### src/rtl/gate_bist_pkg.sv
// Shared types and constants for the gate BIST sequencer.
package gate_bist_pkg;

    typedef enum logic {
        IDLE   = 1'b0,
        SETTLE = 1'b1
    } state_t;

    // Expected truth tables: bit i = y for {a,b} = i.
    localparam logic [3:0] TT_AND  = 4'b1000;
    localparam logic [3:0] TT_OR   = 4'b1110;
    localparam logic [3:0] TT_NAND = 4'b0111;
    localparam logic [3:0] TT_NOR  = 4'b0001;
    localparam logic [3:0] TT_XOR  = 4'b0110;
    localparam logic [3:0] TT_XNOR = 4'b1001;

    localparam int NUM_VEC = 4;

endpackage

### src/rtl/gate_bist_timer.sv
// Settle down-counter: load starts a SETTLE_CYCLES window, expire marks its last cycle.
module gate_bist_timer #(
    parameter int unsigned SETTLE_CYCLES = 2
) (
    input  logic clk,
    input  logic rst_n,
    input  logic load,
    output logic expire
);

    localparam int W = $clog2(SETTLE_CYCLES + 1);
    localparam logic [W-1:0] LOAD_VAL = W'(SETTLE_CYCLES - 1);

    logic [W-1:0] cnt;

    // Reload on request, otherwise count down and rest at zero.
    always_ff @(posedge clk or negedge rst_n) begin
        if (!rst_n)
            cnt <= '0;
        else if (load)
            cnt <= LOAD_VAL;
        else if (cnt != '0)
            cnt <= cnt - 1'b1;
    end

    assign expire = (cnt == '0);

endmodule

### src/rtl/gate_bist.sv
// BIST sequencer: walks a 2-input gate through its truth table and checks y.
module gate_bist
    import gate_bist_pkg::*;
#(
    parameter int unsigned SETTLE_CYCLES = 2,
    parameter logic [3:0]  EXPECT_TT     = TT_OR
) (
    input  logic       clk,
    input  logic       rst_n,
    input  logic       start,
    output logic       dut_a,
    output logic       dut_b,
    input  logic       dut_y,
    output logic       busy,
    output logic       done,
    output logic       pass,
    output logic [2:0] err_count,
    output logic [3:0] fail_vec,
    output logic [3:0] observed_tt
);

    state_t     state, state_nxt;
    logic [1:0] vec;
    logic       expire;
    logic       accept, sample, last, mismatch, load;
    logic [2:0] err_nxt;

    gate_bist_timer #(.SETTLE_CYCLES(SETTLE_CYCLES)) u_timer (
        .clk    (clk),
        .rst_n  (rst_n),
        .load   (load),
        .expire (expire)
    );

    // Next-state and per-cycle control strobes.
    always_comb begin
        state_nxt = state;
        accept    = 1'b0;
        sample    = 1'b0;
        last      = 1'b0;
        case (state)
            IDLE: begin
                if (start) begin
                    accept    = 1'b1;
                    state_nxt = SETTLE;
                end
            end
            SETTLE: begin
                if (expire) begin
                    sample = 1'b1;
                    if (vec == 2'(NUM_VEC - 1)) begin
                        last      = 1'b1;
                        state_nxt = IDLE;
                    end
                end
            end
            default: state_nxt = IDLE;
        endcase
    end

    assign mismatch = dut_y != EXPECT_TT[vec];
    assign err_nxt  = err_count + 3'(mismatch);
    assign load     = accept | (sample & ~last);

    // State register.
    always_ff @(posedge clk or negedge rst_n) begin
        if (!rst_n) state <= IDLE;
        else        state <= state_nxt;
    end

    // Vector driver and result registers.
    always_ff @(posedge clk or negedge rst_n) begin
        if (!rst_n) begin
            vec         <= '0;
            dut_a       <= 1'b0;
            dut_b       <= 1'b0;
            busy        <= 1'b0;
            done        <= 1'b0;
            pass        <= 1'b0;
            err_count   <= '0;
            fail_vec    <= '0;
            observed_tt <= '0;
        end else begin
            done <= 1'b0;
            if (accept) begin
                busy           <= 1'b1;
                vec            <= '0;
                {dut_a, dut_b} <= 2'b00;
                pass           <= 1'b0;
                err_count      <= '0;
                fail_vec       <= '0;
                observed_tt    <= '0;
            end else if (sample) begin
                observed_tt[vec] <= dut_y;
                if (mismatch) begin
                    fail_vec[vec] <= 1'b1;
                    err_count     <= err_nxt;
                end
                if (last) begin
                    busy           <= 1'b0;
                    done           <= 1'b1;
                    {dut_a, dut_b} <= 2'b00;
                    pass           <= (err_nxt == 3'd0);
                end else begin
                    vec            <= vec + 2'd1;
                    {dut_a, dut_b} <= vec + 2'd1;
                end
            end
        end
    end

endmodule

### config.mk
export PLATFORM = sky130hd
export DESIGN_NAME = gate_bist
export DESIGN_NICKNAME = d
export VERILOG_FILES = /design/src/rtl/gate_bist_pkg.sv /design/src/rtl/gate_bist_timer.sv /design/src/rtl/gate_bist.sv
export SDC_FILE = /design/constraint.sdc
export NUM_CORES = 1
export LEC_CHECK = 0
export CAP_MARGIN = 20
export CORE_ASPECT_RATIO = 0.75
export CORE_MARGIN = 3
export CORE_UTILIZATION = 54
export CTS_CLUSTER_SIZE = 24
export DETAILED_ROUTE_END_ITERATION = 12
export PLACE_DENSITY_LB_ADDON = 0.08
export RECOVER_POWER = 25
export SYNTH_ARGS = -nofsm -noshare
export SYNTH_HDL_FRONTEND = slang
export SYNTH_HIERARCHICAL = 1
export SYNTH_SLANG_ARGS = --single-unit
### constraint.sdc
create_clock -name clk -period 3.1 [get_ports clk]
set_input_delay 0.775 -clock clk [delete_from_list [all_inputs] [get_ports clk]]
set_output_delay 0.775 -clock clk [all_outputs]
set_load 0.01 [all_outputs]
* Word-level counts from Yosys, hierarchy flattened
Index checks and enable logic that the tools add are counted.
** Word-level totals
- Flip-flop bits (word level) :: 21
- Input port bits :: 4
- Logic and storage cells :: 78
** Operators by class
- Bitwise operators :: 5
- Muxes and demuxes :: 43
- Magnitude comparators :: 2
- $add $sub $neg :: 3
- Eq/ne operators :: 3
- Reduce and logical (&&, ||, !) cells :: 11
** Operators by type and width (count)
- $mux 1 :: 26
- $mux 4 :: 5
- $mux 2 :: 5
- $reduce_bool 2->1 :: 5
- $mux 3 :: 3
- $reduce_and 2->1 :: 3
- $bwmux 4 :: 1
- $or 4x4->4 :: 1
- $add 3x1->3 :: 1
- $logic_not 3->1 :: 1
- $lt 2x3->1 const B :: 1
- $add 2x1->2 const B :: 1
- $bmux 1 s2 :: 1
- $demux 1 s2 :: 1
- $eq 2x2->1 const B :: 1
- $ge 2x1->1 const B :: 1
- $logic_not 2->1 :: 1
- $ne 2x2->1 const B :: 1
- $not 1->1 :: 2
- $pmux 1 s2 :: 1
- $sub 2x1->2 const B :: 1
- $and 1x1->1 :: 1
- $logic_and 1x1->1 :: 1
- $ne 1x1->1 :: 1
- $or 1x1->1 :: 1

* Longest topological paths before layout
Gate-level depths: netlist of run 1.
- Depth in word-level cells :: 8
- Mapped depth :: 9
- Depth with buffers taken out :: 9

* Hierarchy
Netlist of run 1, hierarchy kept.
** Modules (own cells, without submodules)
- gate_bist :: seq. area each 475.5 µm², cells each 83, times used 1, area each 945.9 µm²
- gate_bist_timer :: seq. area each 50.0 µm², cells each 9, times used 1, area each 98.8 µm²

* Least setup slack after synthesis of run 1
OpenSTA, ideal clock, no wires.
- Kind :: input-to-reg
- Start :: input port dut_y
- End :: register pass
- Setup time :: 0.104 ns
- Stages on the path :: 5
- Setup slack :: 1.148 ns
- Data arrival time :: 1.849 ns
- Buffers on the path :: 0
- Cells stage by stage :: xor2_2 > inv_1 > ha_1 > ha_1 > o41ai_2
** Between the ends
- Longest elaborated chain between the ends :: 6
** RTL lines
- start: declaration :: line gate_bist.sv:13 : input logic dut_y,
- $ne 1x1->1 :: line gate_bist.sv:61 : assign mismatch = dut_y != EXPECT_TT[vec];
- $add 3x1->3 :: line gate_bist.sv:62 : assign err_nxt = err_count + 3'(mismatch);
- $logic_not 3->1 :: line gate_bist.sv:103 : pass <= (err_nxt == 3'd0);
- $mux 1 :: line gate_bist.sv:99 : if (last) begin
- $mux 1 :: line gate_bist.sv:93 : end else if (sample) begin
- $mux 1 :: line gate_bist.sv:85 : if (accept) begin
- end signal: assignment :: line gate_bist.sv:103
- end: declaration :: line gate_bist.sv:16 : output logic pass,
Every way passes these cells. The select of a mux whose other input is x is not followed.
A chain may end at the register's enable or synchronous reset.

* Final worst setup path of run 1
Same ends and word-level chain as after synthesis.

==> results.ini, run 1 <==
[setup_path]
crit_family = buffers and inverters
crit_slowest_cell = clkdlybuf4s50_1
path_buf_inv = 2
critPathCapture = pass
critical_path_arrival_ns = 2.52
critPathKind = input port to register
end_kind = register
worst_ep_required_time_ns = 3.31
critPathLaunch = dut_y
start_kind = input port
path_cells = clkdlybuf4s50_1 -> xor2_2 -> inv_1 -> ha_1 -> ha_1 -> o41ai_2
rr_worst_depth = 7
critPathMostFrequentCell = ha_1
cp_num_cells = 6
cp_max_fo = 5
crit_path_max_incr_delay_ns = 0.59
worstReg2RegStart = vec[0]
rr_endpoint = pass
ff2ff_setup_slack_ns = 1.03

[clock_network]
cts_made_buffers = 3
clock_path_buffers = 2
cts_tree = yes
htree_levels = 1
root_buffer = clkbuf_4
postCtsSetupBuffers = 0
clk_pin_slew_ns = 0.11
cts.sinks = 21
cts_resized = 0
cts_hold_buf = 0
insertion_delay_ns = 0.31

[job]
cap_violations = 0

[global_routing]
grt_max_degree = 22
globalRouteTotalUtil_pct = 17.9
antenna_found_initial = 0
use_met2_pct = 27.6
gr-total-overflow = 0
gr-usage-met1_pct = 24.1
grt.busiest_layer = met2
use_met3_pct = 6.41
grt_pass1_vias = 734
grt_first_pass_wirelength_um = 3340

[min_path]
hp-class = register to register

[logic_synthesis]
synth_nets = 104
synth-seq-cells = 21
synth_area_per_cell_um2 = 11.4
yosys_warnings = 6
synth_cell_type_count = 25
async_flop_share_pct = 100
synthFlopType = dfrtp_1
synth_edf_count = 0
synthCells = 92
yosysSeqAreaShare_pct = 50.3
synth_area_mm2 = 0.00104

[floorplanning]
core_mm2 = 0.00177
num_io_pins = 20
rows = 13
dieHeight_um = 44.1
dieArea_mm2 = 0.00250
die-width_um = 56.8
start_util_pct = 58.9

[place]
portBuffers = 19
dp_cells = 130
gp_congestion = 0.806
hpwl_um = 1430

[timing]
slew_violations = 0
period_needed_ns = 2.31
grt_setup_unrepaired = no
fmax_mhz = 433
fin_tns_setup_ns = 0
tightest_slew_ns = 0.940
period_share_pct = 74.5
final-setup-viol-count = 0
hold_viol = 0
relSlewSlack_pct = 37.2
fin_skew_ns = 0.00860

[final_layout]
final_cells = 134
synthToLayoutAreaGrowth_pct = 21.6
final_layout_size_suffix_gt1_share_pct = 6.25
final_common_cell = dfrtp_1
diodes = 0
num-nets-final = 125
final-seq-area_um2 = 526
layout_common_cells = 21 x dfrtp_1, 17 x clkdlybuf4s50_1, 11 x nand2_1, 10 x inv_1, 10 x a22o_1
nFillCells = 144
multi_input_area_um2 = 462

[route]
via_per_inst = 5.39
wl_per_cell_um = 14.4
drtAntennaViolNets = 0
vias = 722
drt_iter0_drc = 31
first_pass_iters = 4
finalWirelength_um = 1930
post-route-drc-count = 0

[power_and_ir_drop]
p_per_area_mw_per_mm2 = 1070
vdd.ir_drop.worst_mv = 0.629
p_leak_nw = 0.615

[status]
status = finished, final reports clean

metal layers:
metal	up-vias	routed length, µm
li1	355	-
met1	345	996
met2	20	825
met3	2	96
met4	0	13
met5	-	0
worst min-delay path: stages (launching register included):
cell,delay (ns)
dfrtp_1,0.36
nand2_1,0.05
nand2_1,0.06
cell usage after synthesis, types with 2 or more instances:
cell | count | area, µm²
nor2_1 | 2 | 7.51
mux2_1 | 3 | 33.8
a22o_1 | 10 | 87.6
nand2_1 | 11 | 41.3
nand2b_1 | 3 | 18.8
buf_4 | 2 | 15.0
mux2i_1 | 3 | 30.0
ha_1 | 8 | 100
inv_1 | 10 | 37.5
xor2_1 | 2 | 17.5
dfrtp_1 | 21 | 526
nand3_1 | 4 | 20.0
logic make-up after synthesis:
logic type	synth area share, %
AND/OR/NAND/NOR	10.8
adder cells (fa/ha/maj)	9.58
multiplexers	6.11
flip-flops	50.3
AO/OA/AOI/OAI	13.7
buffers and inverters	5.51
XOR/XNOR	4.07
worst min path at each step:
stage           from   end  cells past startpoint
3_3_place_gp    busy  busy                      2
2_1_floorplan  rst_n  busy                      0
4_1_cts         busy  busy                      2
5_1_grt         busy  busy                      2
3_5_place_dp    busy  busy                      2
6_report        busy  busy                      2
layout make-up:
class,count,share of cell area (%)
Tap cell,22,2.17
Inverter,10,2.96
Clock buffer,3,1.77
Multi-Input combinational cell,58,36.4
Clock inverter,1,0.394
Sequential cell,21,41.4
Timing Repair Buffer,19,15.0
power by group:
group	internal [mW]	switching [mW]	total, mW	leakage (nW)
clock	0.0482	0.0828	0.131	0.0177
sequential	0.398	0.100	0.498	0.261
combinational	0.381	0.348	0.729	0.337
per-stage QoR:
step | cell area [µm²] | worst slack, ns | utilization (%) | hold WS [ns] | total power, mW
after global routing | 1270 | 0.696 | 71.6 | 0.514 | 1.47
after global placement | 1240 | 0.509 | 70.1 | 0.459 | 1.21
after detailed placement | 1240 | 0.468 | 70.1 | 0.464 | 1.24
after CTS | 1270 | 0.796 | 71.6 | 0.493 | 1.37
after floorplan | 1040 | 1.15 | - | 0.479 | 0.966
final | 1270 | 0.789 | 71.6 | 0.490 | 1.36
sequential cells by signal, indices dropped and copies added (netlist names), 2 cells and up:
register	count
observed_tt	4
u_timer/cnt	2
vec	2
err_count	3
fail_vec	4
(Power assumes the default switching activity.)
==> inputs of run 2 (changes only) <==
Settings changed: CORE_UTILIZATION 54 to 50.
Clock period 3.1 ns to 2.4 ns, I/O delays scaled along.
==> run 2 against run 1 <==
  * Combinational power increased by 33%
  * First-iteration DRC count decreased by 16%
  * Global-route usage decreased by 0.59 points
  * Highest routed layer unchanged
  * Non-clock buffer count increased by 2
  * Largest cell class unchanged
==> results.ini, run 2 (synthesized netlist as in run 1, its figures left out) <==
[clock_network]
clock_path_buffers = 2  ; unchanged
cts_hold_buf = 0  ; unchanged
cts_tree = yes  ; unchanged
root_buffer = clkbuf_4  ; unchanged
insertion_delay_ns = 0.30  ; was 0.31 ns
cts_resized = 0  ; unchanged
cts.sinks = 21  ; unchanged
cts_made_buffers = 3  ; unchanged
postCtsSetupBuffers = 0  ; unchanged
clk_pin_slew_ns = 0.11  ; about the same
htree_levels = 1  ; unchanged

[setup_path]
critPathKind = input port to register  ; unchanged
crit_path_max_incr_delay_ns = 0.59  ; about the same
critical_path_arrival_ns = 2.25  ; was 2.52 ns
path_cells = clkdlybuf4s50_1 -> xor2_2 -> inv_1 -> ha_1 -> ha_1 -> o41ai_2  ; unchanged
ff2ff_setup_slack_ns = 0.44  ; was 1.03 ns
critPathMostFrequentCell = ha_1  ; unchanged
end_kind = register  ; unchanged
worstReg2RegStart = vec[0]  ; unchanged
crit_slowest_cell = clkdlybuf4s50_1  ; unchanged
start_kind = input port  ; unchanged
critPathLaunch = dut_y  ; unchanged
worst_ep_required_time_ns = 2.61  ; was 3.31 ns
cp_max_fo = 5  ; unchanged

[global_routing]
globalRouteTotalUtil_pct = 17.3  ; was 17.9%
antenna_found_initial = 0  ; unchanged
grt_pass1_vias = 713  ; was 734
grt_max_degree = 22  ; unchanged
grt_first_pass_wirelength_um = 3380  ; was 3340 µm
gr-total-overflow = 0  ; unchanged

[route]
finalWirelength_um = 2000  ; was 1930 µm
routed-wl-met3_um = 99  ; was 96 µm
first_pass_iters = 4  ; unchanged
wl_met2_um = 869  ; was 825 µm
drt_iter0_drc = 26  ; was 31
post-route-drc-count = 0  ; unchanged
via_per_inst = 5.35  ; was 5.39
vias = 727  ; was 722
drtAntennaViolNets = 0  ; unchanged
wl_met1_um = 1020  ; was 996 µm
maxUsedRoutingLayer = met4  ; unchanged
wl_per_cell_um = 14.7  ; was 14.4 µm

[place]
portBuffers = 19  ; unchanged
placed_area_mm2 = 0.00126  ; was 0.00124 mm²
dp_cells = 132  ; was 130
gp_congestion = 0.768  ; was 0.806
hpwl_um = 1480  ; was 1430 µm
pre_cts_ws_ns = 0.0276  ; was 0.468 ns

[final_layout]
diodes = 0  ; unchanged
final_cells = 136  ; was 134
synthToLayoutAreaGrowth_pct = 22.5  ; was 21.6%
final_common_cell = dfrtp_1  ; unchanged
reg_top3 = fail_vec: 4 flops, observed_tt: 4 flops, err_count: 3 flops  ; unchanged
final_area_mm2 = 0.00128  ; was 0.00127 mm²
layout_common_cells = 21 x dfrtp_1, 18 x clkdlybuf4s50_1, 11 x nand2_1, 10 x inv_1, 10 x a22o_1  ; was 21 x dfrtp_1, 17 x clkdlybuf4s50_1, 11 x nand2_1, 10 x inv_1, 10 x a22o_1
final_layout_size_suffix_gt1_share_pct = 6.14  ; was 6.25%
num-nets-final = 127  ; was 125

[timing]
tightest_slew_ns = 1.11  ; was 0.940 ns
fin_tns_setup_ns = 0  ; unchanged
fmax_mhz = 491
final-setup-viol-count = 0  ; unchanged
fin_ws_ns = 0.362  ; was 0.789 ns
hold_viol = 0  ; unchanged
period_share_pct = 84.9
holdWs_ns = 0.498  ; was 0.490 ns
period_needed_ns = 2.04
grt_setup_unrepaired = no  ; unchanged
slew_violations = 0  ; unchanged
fin_skew_ns = 0.00353  ; was 0.00860 ns
relSlewSlack_pct = 26.0  ; was 37.2%

[floorplanning]
start_util_pct = 56.3  ; was 58.9%
dieArea_mm2 = 0.00268  ; was 0.00250 mm²
dieHeight_um = 45.6  ; was 44.1 µm
die-width_um = 58.8  ; was 56.8 µm
num_io_pins = 20  ; unchanged
rows = 13  ; unchanged
core_mm2 = 0.00185  ; was 0.00177 mm²

[status]
status = finished, final reports clean  ; unchanged

[power_and_ir_drop]
p_per_area_mw_per_mm2 = 1390  ; was 1070 mW/mm²
p_leak_nw = 0.618  ; was 0.615 nW
vdd.ir_drop.worst_mv = 0.767  ; was 0.629 mV

[min_path]
worstHoldStart = busy  ; unchanged
hp-class = register to register  ; unchanged

[job]
cap_violations = 0  ; unchanged

run 2: changes by cell type in the layout (fill, tap and decap cells not counted):
cell             change
buf_4                +1
clkbuf_1             +2
clkdlybuf4s50_1      +1
clkinv_2             -1
dlygate4sd3_1        -1
run 2: metal layers:
layer | up-vias | track usage [%]
met5 | - | 0
met4 | 0 | 4.07
met3 | 4 | 5.95
met2 | 17 | 24.7
met1 | 350 | 25.3
li1 | 356 | -
run 2: stage by stage:
step | power (mW) | util (%)
5_1_grt | 1.92 | 69.0
3_3_place_gp | 1.58 | 67.8
3_5_place_dp | 1.63 | 67.8
6_report | 1.78 | 69.0
2_1_floorplan | 1.25 | -
4_1_cts | 1.80 | 69.2
run 2: path summary, 6_finish.rpt:
kind	end	cells past startpoint
worst max-delay path	pass	6
worst min-delay path	busy	2
worst max register to register	pass	7
worst min register to register	busy	2
max in group asynchronous	observed_tt[0]	2
min in group asynchronous	u_timer/cnt[0]	2
run 2: area by class of cell:
cell class	count	area, µm²
fillers	142	574
inverters	10	37.5
clock buffers	4	26.3
repair buffers	21	201
well taps	22	27.5
flip-flops and latches	21	526
multi-input cells	58	462
run 2: report_power, final:
group | switching, mW | internal, mW | total [mW]
Combinational | 0.459 | 0.510 | 0.969
Sequential | 0.131 | 0.514 | 0.645
Clock | 0.106 | 0.0648 | 0.171
Total | 0.696 | 1.09 | 1.78
run 2: critical path, delay by kind of cell:
| family | cells | cell delay [ns] |
|---|---|---|
| buffers and inverters | 2 | 0.65 |
| adder cells (fa/ha/maj) | 2 | 0.48 |
| AO/OA/AOI/OAI | 1 | 0.33 |
| XOR/XNOR | 1 | 0.18 |
==> inputs of run 3 (changes only) <==
Clock period 2.4 ns to 1.9 ns, I/O delays scaled along.
==> run 3 against run 2 <==
  * Sequential power increased by 24%
  * Total power increased by 34%
  * Cell area increased by 6.5%
  * Core utilization increased by 4.5 points
  * Clock power increased by 26%
  * Routed wire length increased by 2.5%
  * Via count increased by 2.3%
  * Largest cell class unchanged
  * Die area unchanged
  * Global-route usage about the same
==> results.ini, run 3 (synthesized netlist as in run 1, its figures left out) <==
[clock_network]
insertion_delay_ns = 0.31  ; was 0.30 ns
cts_hold_buf = 0  ; unchanged
root_buffer = clkbuf_4  ; unchanged
cts.sinks = 21  ; unchanged
cts_made_buffers = 3  ; unchanged
clock_path_buffers = 2  ; unchanged
cts_tree = yes  ; unchanged
htree_levels = 1  ; unchanged
clk_pin_slew_ns = 0.11  ; about the same

[global_routing]
grt_pass1_vias = 694  ; was 713
grt_max_degree = 22  ; unchanged
gr-total-overflow = 0  ; unchanged
grt_first_pass_wirelength_um = 3380  ; unchanged
antenna_found_initial = 0  ; unchanged
globalRouteTotalUtil_pct = 17.3  ; about the same

[status]
status = finished, final reports clean  ; unchanged

[route]
via_per_inst = 5.24  ; was 5.35
wl_per_cell_um = 14.4  ; was 14.7 µm
finalWirelength_um = 2050  ; was 2000 µm
vias = 744  ; was 727
first_pass_iters = 4  ; unchanged
post-route-drc-count = 0  ; unchanged
drt_iter0_drc = 16  ; was 26
drtAntennaViolNets = 0  ; unchanged

[setup_path]
critical_path_arrival_ns = 2.05  ; was 2.25 ns
ff2ff_setup_slack_ns = 0.06  ; was 0.44 ns
worst_ep_required_time_ns = 2.11  ; was 2.61 ns
cp_max_fo = 4  ; was 5
start_kind = register  ; was input port
end_kind = register  ; unchanged
critPathKind = register to register  ; was input port to register

[place]
gp_congestion = 0.813  ; was 0.768
portBuffers = 19  ; unchanged
hpwl_um = 1480  ; about the same
placed_area_mm2 = 0.00129  ; was 0.00126 mm²

[floorplanning]
dieHeight_um = 45.6  ; unchanged
core_mm2 = 0.00185  ; unchanged
rows = 13  ; unchanged
die-width_um = 58.8  ; unchanged
start_util_pct = 56.3  ; unchanged
dieArea_mm2 = 0.00268  ; unchanged
num_io_pins = 20  ; unchanged

[power_and_ir_drop]
p_per_area_mw_per_mm2 = 1760  ; was 1390 mW/mm²
p_leak_nw = 0.651  ; was 0.618 nW
vdd.ir_drop.worst_mv = 1.02  ; was 0.767 mV

[final_layout]
reg_top3 = fail_vec: 4 flops, observed_tt: 4 flops, err_count: 3 flops  ; unchanged
num-nets-final = 133  ; was 127
synthToLayoutAreaGrowth_pct = 30.4  ; was 22.5%
diodes = 0  ; unchanged
final_layout_size_suffix_gt1_share_pct = 15.8  ; was 6.14%
final_area_mm2 = 0.00136  ; was 0.00128 mm²
final_common_cell = dfrtp_1  ; unchanged
layout_common_cells = 21 x dfrtp_1, 17 x clkdlybuf4s50_1, 11 x nand2_1, 10 x a22o_1, 8 x inv_1  ; was 21 x dfrtp_1, 18 x clkdlybuf4s50_1, 11 x nand2_1, 10 x inv_1, 10 x a22o_1

[timing]
fmax_mhz = 545
tightest_slew_ns = 1.13  ; was 1.11 ns
fin_skew_ns = 0.00598  ; was 0.00353 ns
hold_viol = 0  ; unchanged
grt_setup_unrepaired = yes  ; was no
slew_violations = 0  ; unchanged
final-setup-viol-count = 0  ; unchanged
period_needed_ns = 1.84
period_share_pct = 96.6
relSlewSlack_pct = 24.7  ; was 26.0%
fin_tns_setup_ns = 0  ; unchanged

[min_path]
hp-class = register to register  ; unchanged

[job]
cap_violations = 0  ; unchanged

[run 3: changes by cell type in the layout (fill, tap and decap cells not counted), sizes merged]
| cell | delta |
|---|---|
| clkdlybuf4s50 | -1 |
| dlymetal6s2s | +1 |
| buf | +6 |
[run 3: layout make-up]
cell class	instances	area, µm²
clock buffers	4	26.3
fillers	143	492
inverters	10	37.5
multi-input cells	58	497
flip-flops and latches	21	526
well taps	22	27.5
repair buffers	27	249
[run 3: routing by layer]
metal / vias to the layer above / GRT usage (%) / share of wire, %
li1: 369 / - / -
met1: 358 / 25.7 / 52
met2: 15 / 24.2 / 43
met3: 2 / 5.95 / 4.4
met4: 0 / 4.07 / 0.59
met5: - / 0 / 0
[run 3: critical path: stages (launching register included)]
cell and delay, ns:
dfrtp_1 0.42, inv_2 0.11, ha_4 0.15, xor2_2 0.15
inv_1 0.06, ha_2 0.19, ha_4 0.17, xor2_2 0.17
o41ai_2 0.33
[run 3: what timing repair did]
item                                    in CTS  in global routing
setup buffers                                0                  1
gates resized for setup                      0                  9
endpoints found under the setup margin       0                  1
[run 3: stage by stage]
stage               std cells  util [%]  hold slack [ns]  setup slack [ns]  power, mW
floorplan                  92         -            0.179           0.00422       1.58
global placement          137      69.8            0.458            -0.198       2.07
detailed placement        137      69.8            0.473            -0.254       2.10
CTS                       141      71.3            0.501            0.0133       2.33
global route              142      73.5            0.519           -0.0411       2.60
finish                    142      73.5            0.493            0.0639       2.40
[run 3: path summary, 6_finish.rpt]
check | start | to | depth (start not counted)
worst max-delay path | vec[1] | pass | 8
worst min-delay path | busy | busy | 2
worst max register to register | vec[1] | pass | 8
worst min register to register | busy | busy | 2
max in group asynchronous | rst_n | state | 2
min in group asynchronous | rst_n | u_timer/cnt[1] | 2
[run 3: power by group]
group	internal (mW)	total [mW]	switching, mW	leakage, nW
clock network	0.0820	0.216	0.134	0.0150
logic	0.744	1.38	0.633	0.375
registers	0.649	0.803	0.154	0.261
